--- src/rtl/ifetch_pkg.sv ---
// Shared types and helpers for the instruction-fetch line buffer.
// Holds the fill FSM state enum, the instruction width and a log2 helper for the offset width.
package ifetch_pkg;

    localparam int INSTR_W = 32;

    typedef enum logic {
        IDLE = 1'b0,
        FILL = 1'b1
    } state_e;

    function automatic int clog2(input int n);
        int r;
        r = 0;
        for (int i = 1; i < n; i = i * 2) begin
            r++;
        end
        return r;
    endfunction

endpackage

--- src/rtl/ifetch_perf_cnt.sv ---
// Purpose: hit-cycle and miss-event counters for the fetch line buffer, saturating at all-ones.
// Latency: counts are visible the cycle after the qualifying event.
// Backpressure: none; the increments are sampled every cycle.
module ifetch_perf_cnt
    import ifetch_pkg::*;
(
    input  logic               clk,
    input  logic               reset,
    input  logic               hit_inc,
    input  logic               miss_inc,
    output logic [INSTR_W-1:0] hit_cnt,
    output logic [INSTR_W-1:0] miss_cnt
);

    logic [INSTR_W-1:0] hit_cnt_q, hit_cnt_d;
    logic [INSTR_W-1:0] miss_cnt_q, miss_cnt_d;

    always_comb begin
        hit_cnt_d  = hit_cnt_q;
        miss_cnt_d = miss_cnt_q;
        if (hit_inc && (hit_cnt_q != '1)) begin
            hit_cnt_d = hit_cnt_q + 1'b1;
        end
        if (miss_inc && (miss_cnt_q != '1)) begin
            miss_cnt_d = miss_cnt_q + 1'b1;
        end
    end

    always_ff @(posedge clk) begin
        if (reset) begin
            hit_cnt_q  <= '0;
            miss_cnt_q <= '0;
        end else begin
            hit_cnt_q  <= hit_cnt_d;
            miss_cnt_q <= miss_cnt_d;
        end
    end

    assign hit_cnt  = hit_cnt_q;
    assign miss_cnt = miss_cnt_q;

endmodule

--- src/rtl/ifetch_linebuf.sv ---
// Purpose: single-line instruction fetch buffer with sequential line refill; IFETCH_PERF_CNT_EN adds hit/miss counters.
// Latency: hits are served combinationally; a miss costs at least LINE_WORDS+1 stall cycles.
// Backpressure: stall holds the upstream PC; the refill waits on mem_ack with mem_req/mem_addr held stable.
module ifetch_linebuf
    import ifetch_pkg::*;
#(
    parameter int LINE_WORDS = 4
) (
    input  logic               clk,
    input  logic               reset,
    input  logic [31:0]        pc,
    input  logic               flush,
    output logic [INSTR_W-1:0] instr,
    output logic               instr_valid,
    output logic               stall,
    output logic               mem_req,
    output logic [31:0]        mem_addr,
    input  logic               mem_ack,
    input  logic [INSTR_W-1:0] mem_rdata
`ifdef IFETCH_PERF_CNT_EN
    ,
    output logic [31:0]        hit_cnt,
    output logic [31:0]        miss_cnt
`endif
);

    localparam int OFF_W = clog2(LINE_WORDS);
    localparam int TAG_W = 32 - OFF_W - 2;
    localparam logic [OFF_W-1:0] LAST_WORD = OFF_W'(LINE_WORDS - 1);

    state_e             state_q, state_d;
    logic [TAG_W-1:0]   tag_q, tag_d;
    logic               line_valid_q, line_valid_d;
    logic [OFF_W-1:0]   word_cnt_q, word_cnt_d;
    logic               flush_pend_q, flush_pend_d;
    logic               mem_req_q, mem_req_d;
    logic [31:0]        mem_addr_q, mem_addr_d;
    logic [INSTR_W-1:0] line_q [LINE_WORDS];
    logic [INSTR_W-1:0] line_d [LINE_WORDS];

    logic [TAG_W-1:0]   pc_tag;
    logic [OFF_W-1:0]   pc_off;
    logic [OFF_W-1:0]   word_cnt_inc;
    logic               hit;
    logic               miss_start;
    logic               unused_pc_bits;

    assign pc_tag         = pc[31:OFF_W+2];
    assign pc_off         = pc[OFF_W+1:2];
    assign word_cnt_inc   = word_cnt_q + 1'b1;
    assign hit            = line_valid_q && (tag_q == pc_tag);
    assign unused_pc_bits = ^pc[1:0];

    always_comb begin
        state_d      = state_q;
        tag_d        = tag_q;
        line_valid_d = line_valid_q;
        word_cnt_d   = word_cnt_q;
        flush_pend_d = flush_pend_q;
        mem_req_d    = mem_req_q;
        mem_addr_d   = mem_addr_q;
        line_d       = line_q;
        instr        = '0;
        instr_valid  = 1'b0;
        stall        = 1'b1;
        miss_start   = 1'b0;

        // Everything is gated on !reset so a reset cycle neither serves nor writes the line.
        if (!reset) begin
            case (state_q)
                IDLE: begin
                    if (hit) begin
                        instr       = line_q[pc_off];
                        instr_valid = 1'b1;
                        stall       = 1'b0;
                    end
                    if (flush) begin
                        line_valid_d = 1'b0;
                    end else if (!hit) begin
                        tag_d        = pc_tag;
                        word_cnt_d   = '0;
                        line_valid_d = 1'b0;
                        mem_req_d    = 1'b1;
                        mem_addr_d   = {pc_tag, {OFF_W{1'b0}}, 2'b00};
                        miss_start   = 1'b1;
                        state_d      = FILL;
                    end
                end
                FILL: begin
                    if (flush) begin
                        flush_pend_d = 1'b1;
                    end
                    if (mem_ack) begin
                        line_d[word_cnt_q] = mem_rdata;
                        word_cnt_d         = word_cnt_inc;
                        mem_addr_d         = {tag_q, word_cnt_inc, 2'b00};
                        if (word_cnt_q == LAST_WORD) begin
                            mem_req_d    = 1'b0;
                            line_valid_d = !flush_pend_q && !flush;
                            flush_pend_d = 1'b0;
                            state_d      = IDLE;
                        end
                    end
                end
                default: state_d = IDLE;
            endcase
        end
    end

    always_ff @(posedge clk) begin
        if (reset) begin
            state_q      <= IDLE;
            tag_q        <= '0;
            line_valid_q <= 1'b0;
            word_cnt_q   <= '0;
            flush_pend_q <= 1'b0;
            mem_req_q    <= 1'b0;
            mem_addr_q   <= '0;
        end else begin
            state_q      <= state_d;
            tag_q        <= tag_d;
            line_valid_q <= line_valid_d;
            word_cnt_q   <= word_cnt_d;
            flush_pend_q <= flush_pend_d;
            mem_req_q    <= mem_req_d;
            mem_addr_q   <= mem_addr_d;
        end
    end

    always_ff @(posedge clk) begin
        line_q <= line_d;
    end

    assign mem_req  = mem_req_q;
    assign mem_addr = mem_addr_q;

`ifdef IFETCH_PERF_CNT_EN
    ifetch_perf_cnt u_perf_cnt (
        .clk      (clk),
        .reset    (reset),
        .hit_inc  (instr_valid),
        .miss_inc (miss_start),
        .hit_cnt  (hit_cnt),
        .miss_cnt (miss_cnt)
    );
`else
    logic unused_perf;
    assign unused_perf = miss_start;
`endif

endmodule

--- config.mk ---
export PLATFORM = sky130hd
export DESIGN_NAME = ifetch_linebuf
export DESIGN_NICKNAME = d
export VERILOG_FILES = /design/src/rtl/ifetch_pkg.sv /design/src/rtl/ifetch_perf_cnt.sv /design/src/rtl/ifetch_linebuf.sv
export SDC_FILE = /design/constraint.sdc
export NUM_CORES = 1
export LEC_CHECK = 0
export ABC_AREA = 1
export BUFFER_PORTS_ARGS = -buffer_cell sky130_fd_sc_hd__buf_2
export CAP_MARGIN = 5
export CORE_MARGIN = 1.5
export CORE_UTILIZATION = 57
export CTS_CLUSTER_DIAMETER = 100
export CTS_CLUSTER_SIZE = 10
export DETAILED_ROUTE_END_ITERATION = 8
export GPL_ROUTABILITY_DRIVEN = 0
export HOLD_SLACK_MARGIN = 0.05
export PLACE_DENSITY_LB_ADDON = 0.3
export SLEW_MARGIN = 20
export SYNTH_ARGS = -nofsm -noshare
export SYNTH_HDL_FRONTEND = slang
export SYNTH_HIERARCHICAL = 1
export SYNTH_SLANG_ARGS = --single-unit
--- constraint.sdc ---
create_clock -name clk -period 3.55 [get_ports clk]
set_clock_uncertainty 0.2 [all_clocks]
set_input_delay 0 -clock clk [delete_from_list [all_inputs] [get_ports clk]]
set_output_delay 0 -clock clk [all_outputs]
set_load 0.01 [all_outputs]
* Word level (Yosys, flattened, before mapping)
Index checks and enable logic that the tools add are counted.
** Operators by class
- Reduce and logical (&&, ||, !) cells :: 10
- $lt $le $gt $ge :: 3
- Add/sub/neg operators :: 1
- Equal/unequal tests :: 7
- Mux-type cells :: 40
- Bitwise logic cells :: 6
** Operator list (number)
- $mux W32 :: 9
- $bwmux W128 :: 1
- $bmux W32 S2 :: 1
- $demux W32 S2 :: 1
- $pmux W32 S2 :: 1
- $eq A28 B28 Y1 :: 1
- $mux W1 :: 20
- $reduce_and A3 Y1 :: 4
- $ge A3 B3 Y1 const B :: 2
- $mux W2 :: 3
- $ne A2 B2 Y1 const B :: 3
- $not A2 Y3 :: 2
- $pmux W1 S2 :: 3
- $not A1 Y1 :: 4
- $pmux W2 S2 :: 1
- $reduce_and A4 Y1 :: 1
- $logic_and A1 B1 Y1 :: 3
- $lt A3 B1 Y1 const B :: 1
- $ne A3 B3 Y1 const B :: 1
- $add A2 B1 Y2 const B :: 1
- $eq A2 B2 Y1 const B :: 1
- $logic_not A1 Y1 :: 2
- $ne A2 B1 Y1 const B :: 1
** Storage, ports and cells
- Word-level logic and storage cells :: 78
- Input bits :: 68
- Output and inout port bits :: 67
- Bits in registers :: 194

* Longest topological paths before layout
Gate-level depths: netlist of the first run.
- Word-level depth :: 7
- Gate-level depth with buffers :: 13

* Least setup slack after synthesis of the first run
OpenSTA, ideal clock, no wires.
- Path type :: register to register
- Start point :: register state_q
- End point :: register line_q[32] in the netlist's numbering (enable)
- Setup slack :: 0.758 ns
- Required time :: 2.929 ns
- Buffers on the path :: 1
- Arrival time :: 2.171 ns
- Period minus slack after synthesis :: 2.792 ns
- Stages on the path, launching flop included :: 6
- Cell sequence :: dfxtp_1 > nand2_1 > clkbuf_1 > inv_1 > nand2_1 > nor2_1
** On the way
- Word-level cells in the longest chain between the ends :: 1
** RTL lines
- start: declaration :: RTL line ifetch_linebuf.sv:31 : state_e state_q, state_d;
- start signal: assignment :: RTL line ifetch_linebuf.sv:120 : state_q <= state_d;
- $reduce_and A3 Y1 (no line)
- end signal: assignment :: RTL line ifetch_linebuf.sv:131 : line_q <= line_d;
- end: declaration :: RTL line ifetch_linebuf.sv:38 : logic [INSTR_W-1:0] line_q [LINE_WORDS];
Every way passes these cells.
A chain may end at the register's enable or synchronous reset.

* Worst setup path in the final report of the first run
- Start point :: register tag_q[24]
- End point :: register tag_q[11]
** On the way
- Word-level cells in the longest chain between the ends :: 4
** RTL lines
- start: declaration :: RTL line ifetch_linebuf.sv:32 : logic [TAG_W-1:0] tag_q, tag_d;
- start signal: assignment :: RTL line ifetch_linebuf.sv:121 : tag_q <= tag_d;
- $eq A28 B28 Y1 :: RTL line ifetch_linebuf.sv:51 : assign hit = line_valid_q && (tag_q == pc_tag);
- $logic_and A1 B1 Y1 :: RTL line ifetch_linebuf.sv:51
- $not A1 Y1 (no line)
- $reduce_and A3 Y1 (no line)
Every way passes these cells.

==> results of run 1 <==
==> routing by layer <==
| metal | track usage, % | vias up | share of wire [%] |
|---|---|---|---|
| li1 | - | 3629 | - |
| met1 | 33.1 | 3397 | 42 |
| met2 | 46.2 | 255 | 50 |
| met3 | 4.72 | 28 | 5.7 |
| met4 | 9.63 | 0 | 1.8 |
| met5 | 0 | - | 0 |
==> registers in the layout, summed over array words and instances (netlist names) <==
name and flops:
mem_addr 29, tag_q 28, line_valid_q 1, word_cnt_q 1, mem_req 1, state_q 1, flush_pend_q 1, line_q 128
==> path summary, 6_finish.rpt <==
path                          startpoint                      to
setup / recovery  tag_q[24]$_SDFFE_PP0P_  tag_q[11]$_SDFFE_PP0P_
hold / removal              mem_rdata[3]     line_q[3]$_DFFE_PP_
setup reg to reg  tag_q[24]$_SDFFE_PP0P_  tag_q[11]$_SDFFE_PP0P_
hold reg to reg     mem_req$_SDFFE_PP0P_    mem_req$_SDFFE_PP0P_
==> through the flow <==
stage                     setup slack [ns]  cell area (um2)  hold WS, ns  power [uW]  std cells
after global placement                1.11             9260       0.0123        3040       1261
after CTS                            0.660            10800        0.103        5120       1386
after detailed placement              1.08             9260       0.0151        3050       1261
after global routing                 0.442            10800        0.112        5290       1386
final                                0.615            10800        0.111        5120       1386
after floorplan                      0.758             8580       -0.101        2880        994
==> timing repair <==
action,in CTS,in global routing
hold endpoints to repair,190,0
hold buffers,94,0
setup buffers,0,0
==> area by class of cell <==
cell class,instances,share of cell area [%]
Inverter,96,3.33
Multi-Input combinational cell,652,26.4
Sequential cell,190,47.0
Tap cell,184,2.13
Clock buffer,18,3.97
Timing Repair Buffer,233,15.5
Clock inverter,13,1.73
==> synthesized netlist by cell type (3+ instances only) <==
cell,instances
a21oi_1,66
buf_1,5
buf_2,3
buf_6,9
clkbuf_1,35
dfxtp_1,62
edfxtp_1,128
ha_1,4
inv_1,93
nand2_1,188
nand3_1,35
nand4_1,6
nor2_1,219
o21ai_0,118
==> cell families after synthesis <==
logic type / after synthesis / share of synthesized area (%)
XOR/XNOR: 1 / 0.102
flip-flops: 190 / 59.3
AND/OR/NAND/NOR: 458 / 21.2
other: 1 / 0.0437
adder cells (fa/ha/maj): 4 / 0.584
buffers and inverters: 152 / 7.82
AO/OA/AOI/OAI: 187 / 10.9
==> placed cells by master (no fill, tap or decap), drive strengths merged <==
cell type,n
bufinv,4
a21oi,66
nand3,35
clkinv,5
dlygate4sd3,94
nand4,6
nand3b,1
ha,4
conb,2
or2,1
o22ai,1
clkbuf,18
buf,139
edfxtp,128
nor3b,1
o21ai,120
inv,97
clkinvlp,3
and3,1
dfxtp,62
nor3,2
nand2,191
xnor2,1
nor2,220
==> worst max-delay path, cell delays in order, from the launching register on <==
cell and delay [ns]:
dfxtp_1 0.38, inv_1 0.09, nand2_1 0.10, nand4_1 0.10, nor2_1 0.11, nand2_1 0.07, nor2_2 0.11, nand2_2 0.10
nand2_4 0.40, buf_12 0.31, nand2_1 0.08, o21ai_0 0.08, nor2_1 0.06, dlygate4sd3_1 0.59
==> power by group <==
part	leakage (uW)	switching [uW]	internal (uW)
clock	0.000290	830	1180
sequential	0.00167	40.6	2430
combinational	0.00272	376	264
==> metrics.txt, run 1 <==
Gates resized, CTS repair=0; Peak supply drop=0.329 mV; Post-Syn Area per Cell=roughly 8.6 um2; number of filler cells placed in the layout=1000; Routed Wire Length=20800 um; post-route antenna net violation count=0; instance count of the mapped netlist=a little under 1000; Register-to-Register Path Depth=13; sequential standard cell area=about 0.005 mm2; clock period minus final worst setup slack=between 2 and 3 ns; Die ar.=0.0158 mm2; CP required=around 3.7 ns; fraction of final layout cells with drive strength greater than 1=roughly 15%; antenna violations before repair=0; overall track demand over capacity in global routing=a little over a quarter; Clock Sinks=between 150 and 200; width of the chip=about 130 um; status=completed; 1st-pass router iterations=5; number of cells on the worst hold path=2; remaining global-route overflow=0; H-Tree Depth=4; routed length per instance=~15 um; synthesis-stage register bit count=190; worst-skew pair later-pin latency=between 0.4 and 0.5 ns; part of the cycle the worst path needs=between 80% and 90%; core region area=roughly 0.015 mm2; Max Root-Sink Buffers=2; Min-Delay Path Class=input pin to flip-flop; Finished Core Util=about three quarters; Syn Std Cell Area=between 0.008 and 0.009 mm2; register-to-register path setup slack=0.62 ns; Primary FF master, synth=edfxtp_1; element type at the critical path end=flip-flop; CP Class=flip-flop to flip-flop; fraction of synthesized cell area taken by the top area cell type=around 45%; Async S/R FF share, synth=0%; detailed router's first-iteration violation count=approximately 700; maximum achievable frequency=341 MHz; critical path data arrival time=3.06 ns; starting density of the core=58.8%; final HPWL from detailed placement=about 12000 um; number of clock buffers inserted by TritonCTS=17; Static Leak=about 0.0047 uW; register area share after synthesis=59.3%; post-synth top area cell=edfxtp_1; count of max-cap constraint violations=0; YS warnings=6; vias in the first global route=6832; Final setup violation count=0; largest net degree at the start of global routing=65; Chip Height=~130 um; critical path launch point type=flip-flop; total count of max-transition violations in the final report=0; layout overhead on the synthesized area=26.2%; ANT cells=0; layout net count=~1300; RSZ-0062 raised after global routing=false; residual DRC count=0; slew at the pin closest to its max-slew limit=between 1 and 1.5 ns; number of ports placed on the die boundary=135; Root Driver=clkbuf_16; main area contributors after synthesis=edfxtp_1, dfxtp_1, nor2_1; Hold Vio Cnt, Final=0; drt via density=approximately 5.3; library cells used by synthesis=32; area occupied by multi-input gates=about 0.0029 mm2; count of flip-flops with a built-in enable after synthesis=~130; number of port buffers=130; tightest slew margin relative to the limit=31.0%; maximum fanout encountered on the critical timing path=64; site row count=44; DR vias=approximately 7300; clock tree from TritonCTS=built; global-route wire length before repair=around 33000 um; pwr dens=about 470 mW/mm2; clock slew at reported path FFs=around 0.07 ns; sum of negative setup slack=0 ns
No activity file was read; power rests on OpenSTA's default activity.
==> run 2, diff against run 1 <==
Settings changed: CORE_UTILIZATION 57 to 51.
Clock period 3.55 ns to 2.41 ns, I/O delays scaled along.
==> run 2 against run 1 <==
The flow now finishes with violations (setup timing). Global-route usage shrank 3.9 points. Routed wire length fell by 1.4%. Via count is 1.3% lower. Die area up 11%. Sequential share of layout area decreased by 0.20 points. Clock-buffer cell count fell by 1. Flip-flop and latch count unchanged. Critical path depth shrank 1. Non-clock buffer count down 12. Setup slack got worse by 0.63 ns. Worst hold slack better by 0.0038 ns. Sequential power up 48%.
==> metrics.txt, run 2 (synthesis gave the netlist of run 1 again) <==
status=finished, violations left; failing checks=setup timing; critical path cell sequence=inv_2 -> nand2_2 -> nand4_1 -> nor2_1 -> nand3_1 -> nor2_2 -> nand2_4 -> nor2_4 -> nand2_4 -> buf_12 -> a21oi_1 -> buf_2; starting density of the core=51.9%; Max Root-Sink Buffers=2; total count of max-transition violations in the final report=0; Hold Vio Cnt, Final=0; area occupied by multi-input gates=approximately 0.0030 mm2; fraction of final layout cells with drive strength greater than 1=between 20 and 25%; worst-skew pair later-pin latency=~0.44 ns; sequential cell fraction of total power=around half; sequential standard cell area=0.00510 mm2; critical path launch point type=flip-flop; post-detailed-placement cell area=0.00944 mm2; Static Leak=0.00466 uW; worst path bufs/invs=3; part of the cycle the worst path needs=101%; number of port buffers=130; post-route antenna net violation count=0; largest register by flop count=line_q; site row count=47; number of clock buffers inserted by TritonCTS=17; Chip Height=~130 um; clock tree from TritonCTS=built; most common cell type on the critical path=nand2_4; Worst path slowest cell=dfxtp_2; share of total power in the clock network=37.4%; width of the chip=~130 um; Die ar.=between 0.015 and 0.02 mm2; residual DRC count=0; flip-flop count of the largest register after layout=approximately 130; clock slew at reported path FFs=0.08 ns; combinational power share=roughly an eighth; 1st-pass router iterations=5; detailed router's first-iteration violation count=a little over 400; Min-Delay Path Class=input pin to flip-flop; Root Driver=clkbuf_16; remaining global-route overflow=0; layout overhead on the synthesized area=27.2%; CP Class=flip-flop to output port; RSZ-0062 raised after global routing=true; global-route wire length before repair=roughly 31000 um; worst hold margin=approximately 0.11 ns; net switching power figure=slightly below 2000 uW; final HPWL from detailed placement=approximately 12000 um; H-Tree Depth=4; DR vias=just over 7000; setup slack after layout=-0.0173 ns; leading cell types in the layout, fill and taps excluded=nor2_1, nand2_1, buf_2, edfxtp_1, o21ai_0; switch share=26.7%; CP required=approximately 2.2 ns; core region area=about 0.017 mm2; most frequent standard cell in the layout excluding fill and tap cells=nor2_1; slew at the pin closest to its max-slew limit=slightly above 0.7 ns; number of filler cells placed in the layout=approximately 1300; kind of cell adding the most delay to the critical path=simple AND/OR/NAND/NOR gates; design area=around 0.011 mm2; pwr dens=~670 mW/mm2; internal power=5350 uW; clock period minus final worst setup slack=about 2.4 ns; tightest slew margin relative to the limit=between 50% and 60%; Clock Sinks=190; largest net degree at the start of global routing=65; Peak supply drop=between 0.5 and 0.6 mV; routed length per instance=around 15 um; count of max-cap constraint violations=0; maximum achievable frequency=a little over 400 MHz; maximum fanout encountered on the critical timing path=17; number of ports placed on the die boundary=roughly 140; ANT cells=0; delay of the slowest cell on the worst path=0.35 ns; Routed Wire Length=about 20000 um; critical path data arrival time=2.23 ns; antenna violations before repair=0; element type at the critical path end=output port; drt via density=around 5; layout net count=1250; overall track demand over capacity in global routing=between 20% and 30%; Final setup violation count=4; vias in the first global route=between 6000 and 7000
## run 2: final timing paths
| path | start | endpoint | slack, ns | depth (start not counted) |
|---|---|---|---|---|
| hold reg to reg | mem_req$_SDFFE_PP0P_ | mem_req$_SDFFE_PP0P_ | 0.27 | 2 |
| setup / recovery | tag_q[19]$_SDFFE_PP0P_ | instr[7] | -0.02 | 12 |
| hold / removal | mem_rdata[20] | line_q[116]$_DFFE_PP_ | 0.11 | 2 |
| setup reg to reg | tag_q[19]$_SDFFE_PP0P_ | tag_q[10]$_SDFFE_PP0P_ | 0.11 | 12 |
## run 2: worst reg2reg max path, delay by kind of cell (launching register included)
family / cells / cell delay, ns
buf+inv: 2 / 0.61
flops: 1 / 0.35
compound gates: 1 / 0.07
simple gates: 9 / 0.94
## run 2: layer usage
layer  routed length [um]  share of wire, %  global-route usage [%]  vias to the layer above
li1                     -                 -                       -                     3596
met1                 8960                44                    28.0                     3352
met2                10200                50                    40.4                      234
met3                 1040               5.1                    3.68                       29
met4                  335               1.6                    7.57                        0
met5                    0                 0                       0                        -
## run 2: area by class of cell
cell class | count | share of cell area [%]
clock buffers | 17 | 3.90
well taps | 220 | 2.52
clock inverters | 15 | 1.49
multi-input cells | 652 | 27.1
repair buffers | 221 | 14.9
flip-flops and latches | 190 | 46.8
inverters | 96 | 3.30
## run 2: power by group through the flow
stage / Clock, uW / Combinational [uW] / Sequential (uW)
after global routing: 2880 / 1030 / 3660
after detailed placement: 0 / 797 / 3720
final: 2730 / 918 / 3650
after CTS: 2760 / 889 / 3640
after global placement: 0 / 778 / 3710
after floorplan: 0 / 515 / 3730
## run 2: per-stage QoR
| stage | worst slack (ns) | setup TNS [ns] | power [uW] | cells | utilization [%] |
|---|---|---|---|---|---|
| 5_1_grt | -0.110 | -1.89 | 7570 | 1411 | 66.0 |
| 6_report | -0.0173 | -0.0434 | 7300 | 1411 | 66.0 |
| 3_5_place_dp | 0.375 | 0 | 4510 | 1306 | 57.1 |
| 3_3_place_gp | 0.368 | 0 | 4490 | 1306 | 57.1 |
| 4_1_cts | 0.000209 | 0 | 7290 | 1405 | 64.8 |
| 2_1_floorplan | -0.382 | -48.93 | 4250 | 994 | - |
## run 2: what timing repair did
item	in CTS	in global routing
resized for setup	3	49
hold endpoints to repair	190	0
cloned	0	3
hold buffers	67	0
pin swaps	0	12
setup buffers	0	3
endpoints found under the setup margin	32	36
==> run 3, diff against run 2 <==
Settings changed: SETUP_SLACK_MARGIN from default to 0.05.
==> run 3 against run 2 <==
The flow now finishes without violations. Sequential power about the same. Design area up 0.24%. Utilization increased by 0.16 points. Fmax increased by 1.8%. Setup slack improved by 0.043 ns. Clock-buffer cell count is the same. Global-route usage about the same. Flip-flop and latch count unchanged. First-iteration DRC count is 14% higher. Non-clock buffer count rose by 2. Die area stayed put. Combinational power up 0.4%. Critical path type unchanged. Critical endpoint unchanged.
==> metrics.txt, run 3 (synthesis gave the netlist of run 1 again) <==
status=completed; ANT cells=0; delay of the slowest cell on the worst path=0.34 ns; H-Tree Depth=4; clock tree from TritonCTS=built; share of total power in the clock network=37.4%; drt via density=between 5 and 6; leading cell types in the layout, fill and taps excluded=nor2_1, nand2_1, buf_2, edfxtp_1, o21ai_0; Routed Wire Length=between 20000 and 25000 um; CP required=approximately 2.2 ns; worst path bufs/invs=3; combinational power share=~13%; setup slack after layout=about 0.026 ns; Worst path slowest cell=dfxtp_2; Static Leak=between 0.004 and 0.005 uW; detailed router's first-iteration violation count=around 460; sequential cell fraction of total power=between 50% and 60%; kind of cell adding the most delay to the critical path=simple AND/OR/NAND/NOR gates; Max Root-Sink Buffers=2; part of the cycle the worst path needs=between 90% and 100%; final HPWL from detailed placement=11900 um; critical path cell sequence=inv_1 -> nand2_1 -> nand2_2 -> nor3_2 -> nand3b_1 -> nor2_2 -> nand2_4 -> nor2_4 -> nand2_4 -> clkbuf_16 -> a21oi_1 -> buf_2; CP Class=flip-flop to output port; flip-flop count of the largest register after layout=128; count of max-cap constraint violations=0; slew at the pin closest to its max-slew limit=around 0.70 ns; clock period minus final worst setup slack=2.38 ns; most common cell type on the critical path=nand2_4; critical path data arrival time=roughly 2.2 ns; Peak supply drop=just over 0.5 mV; post-route antenna net violation count=0; maximum achievable frequency=between 400 and 500 MHz; Placement Setup Slack=0.375 ns; Chip Height=~130 um; RSZ-0062 raised after global routing=true; global-route wire length before repair=about 31000 um; number of filler cells placed in the layout=about 1300; remaining global-route overflow=0; clock slew at reported path FFs=roughly 0.080 ns; internal power=5350 uW; core region area=about 0.017 mm2; final total power=7300 uW; Final setup violation count=0; sum of negative setup slack=0 ns; net switching power figure=approximately 2000 uW; Clock Sinks=190; largest net degree at the start of global routing=65; fraction of final layout cells with drive strength greater than 1=about 21%; most frequent standard cell in the layout excluding fill and tap cells=nor2_1; number of port buffers=130; switch share=a little over a quarter; tightest slew margin relative to the limit=about 53%; residual DRC count=0; overall track demand over capacity in global routing=a little under a quarter; Root Driver=clkbuf_16; DR vias=7138; maximum fanout encountered on the critical timing path=8; largest register by flop count=line_q; 1st-pass router iterations=6; antenna violations before repair=0; worst-skew pair later-pin latency=0.44 ns; layout net count=1252; Hold Vio Cnt, Final=0; number of clock buffers inserted by TritonCTS=17; pwr dens=approximately 670 mW/mm2; routed length per instance=approximately 15 um; layout overhead on the synthesized area=27.5%; site row count=47; element type at the critical path end=output port; width of the chip=approximately 130 um; vias in the first global route=approximately 6600; Min-Delay Path Class=input pin to flip-flop; starting density of the core=about half; critical path launch point type=flip-flop; Die ar.=~0.018 mm2; number of ports placed on the die boundary=between 100 and 150; worst hold margin=0.114 ns; total count of max-transition violations in the final report=0
[run 3: cell count changes in the layout (fill, tap and decap cells not counted), sizes merged]
cell         before  now
dlygate4sd3      67   66
clkbuf           18   19
buf             153  155
[run 3: what timing repair did]
action | 4_1_cts | 5_1_grt
pin swaps | 0 | 12
cloned | 0 | 3
hold buffers | 67 | 0
gates resized for setup | 5 | 49
buffers inserted | 0 | 6
endpoints found under the setup margin | 32 | 37
endpoints found under the hold margin | 190 | 0
[run 3: metrics by stage]
stage,area [um2],util (%),cells
after floorplan,8580,-,994
after CTS,10700,64.8,1405
after global routing,10900,66.2,1413
after detailed placement,9440,57.1,1306
final,10900,66.2,1413
after global placement,9440,57.1,1306
[run 3: worst register-to-register path, stage by stage (launching register included)]
cell,delay (ns)
dfxtp_2,0.34
inv_1,0.05
nand2_1,0.07
nand2_2,0.07
nor3_2,0.16
nand3b_1,0.10
nor2_2,0.15
nand2_4,0.09
buf_4,0.16
nand2_8,0.08
nand2_1,0.05
o21ai_0,0.06
nor2_1,0.05
dlygate4sd3_1,0.56
[run 3: cell type report]
class / count / area, um2 / area share (%)
clock buffer: 17 / 425 / 3.89
clock inverter: 15 / 163 / 1.49
inverter: 96 / 360 / 3.30
multi-input combinational: 652 / 2960 / 27.1
sequential: 190 / 5100 / 46.7
tap: 220 / 275 / 2.52
timing repair buffer: 223 / 1650 / 15.1
[run 3: worst paths after layout]
check / from / end / slack, ns / depth (start not counted)
worst max-delay path: tag_q[18]$_SDFFE_PP0P_ / instr[7] / 0.03 / 12
worst min-delay path: mem_rdata[20] / line_q[116]$_DFFE_PP_ / 0.11 / 2
worst max register to register: tag_q[18]$_SDFFE_PP0P_ / tag_q[13]$_SDFFE_PP0P_ / 0.11 / 13
worst min register to register: mem_req$_SDFFE_PP0P_ / mem_req$_SDFFE_PP0P_ / 0.27 / 2
[run 3: routing by layer]
metal,up-vias,share of wire (%),track usage (%)
met5,-,0,0
met3,30,5.2,3.64
met1,3310,43,28.1
li1,3596,-,-
met2,202,50,40.3
met4,0,1.6,7.45
[run 3: power groups by stage]
stage	clock (uW)	sequential (uW)	combinational, uW
floorplan	0	3730	515
global placement	0	3710	778
detailed placement	0	3720	797
CTS	2760	3640	890
global route	2870	3660	1040
finish	2730	3650	922
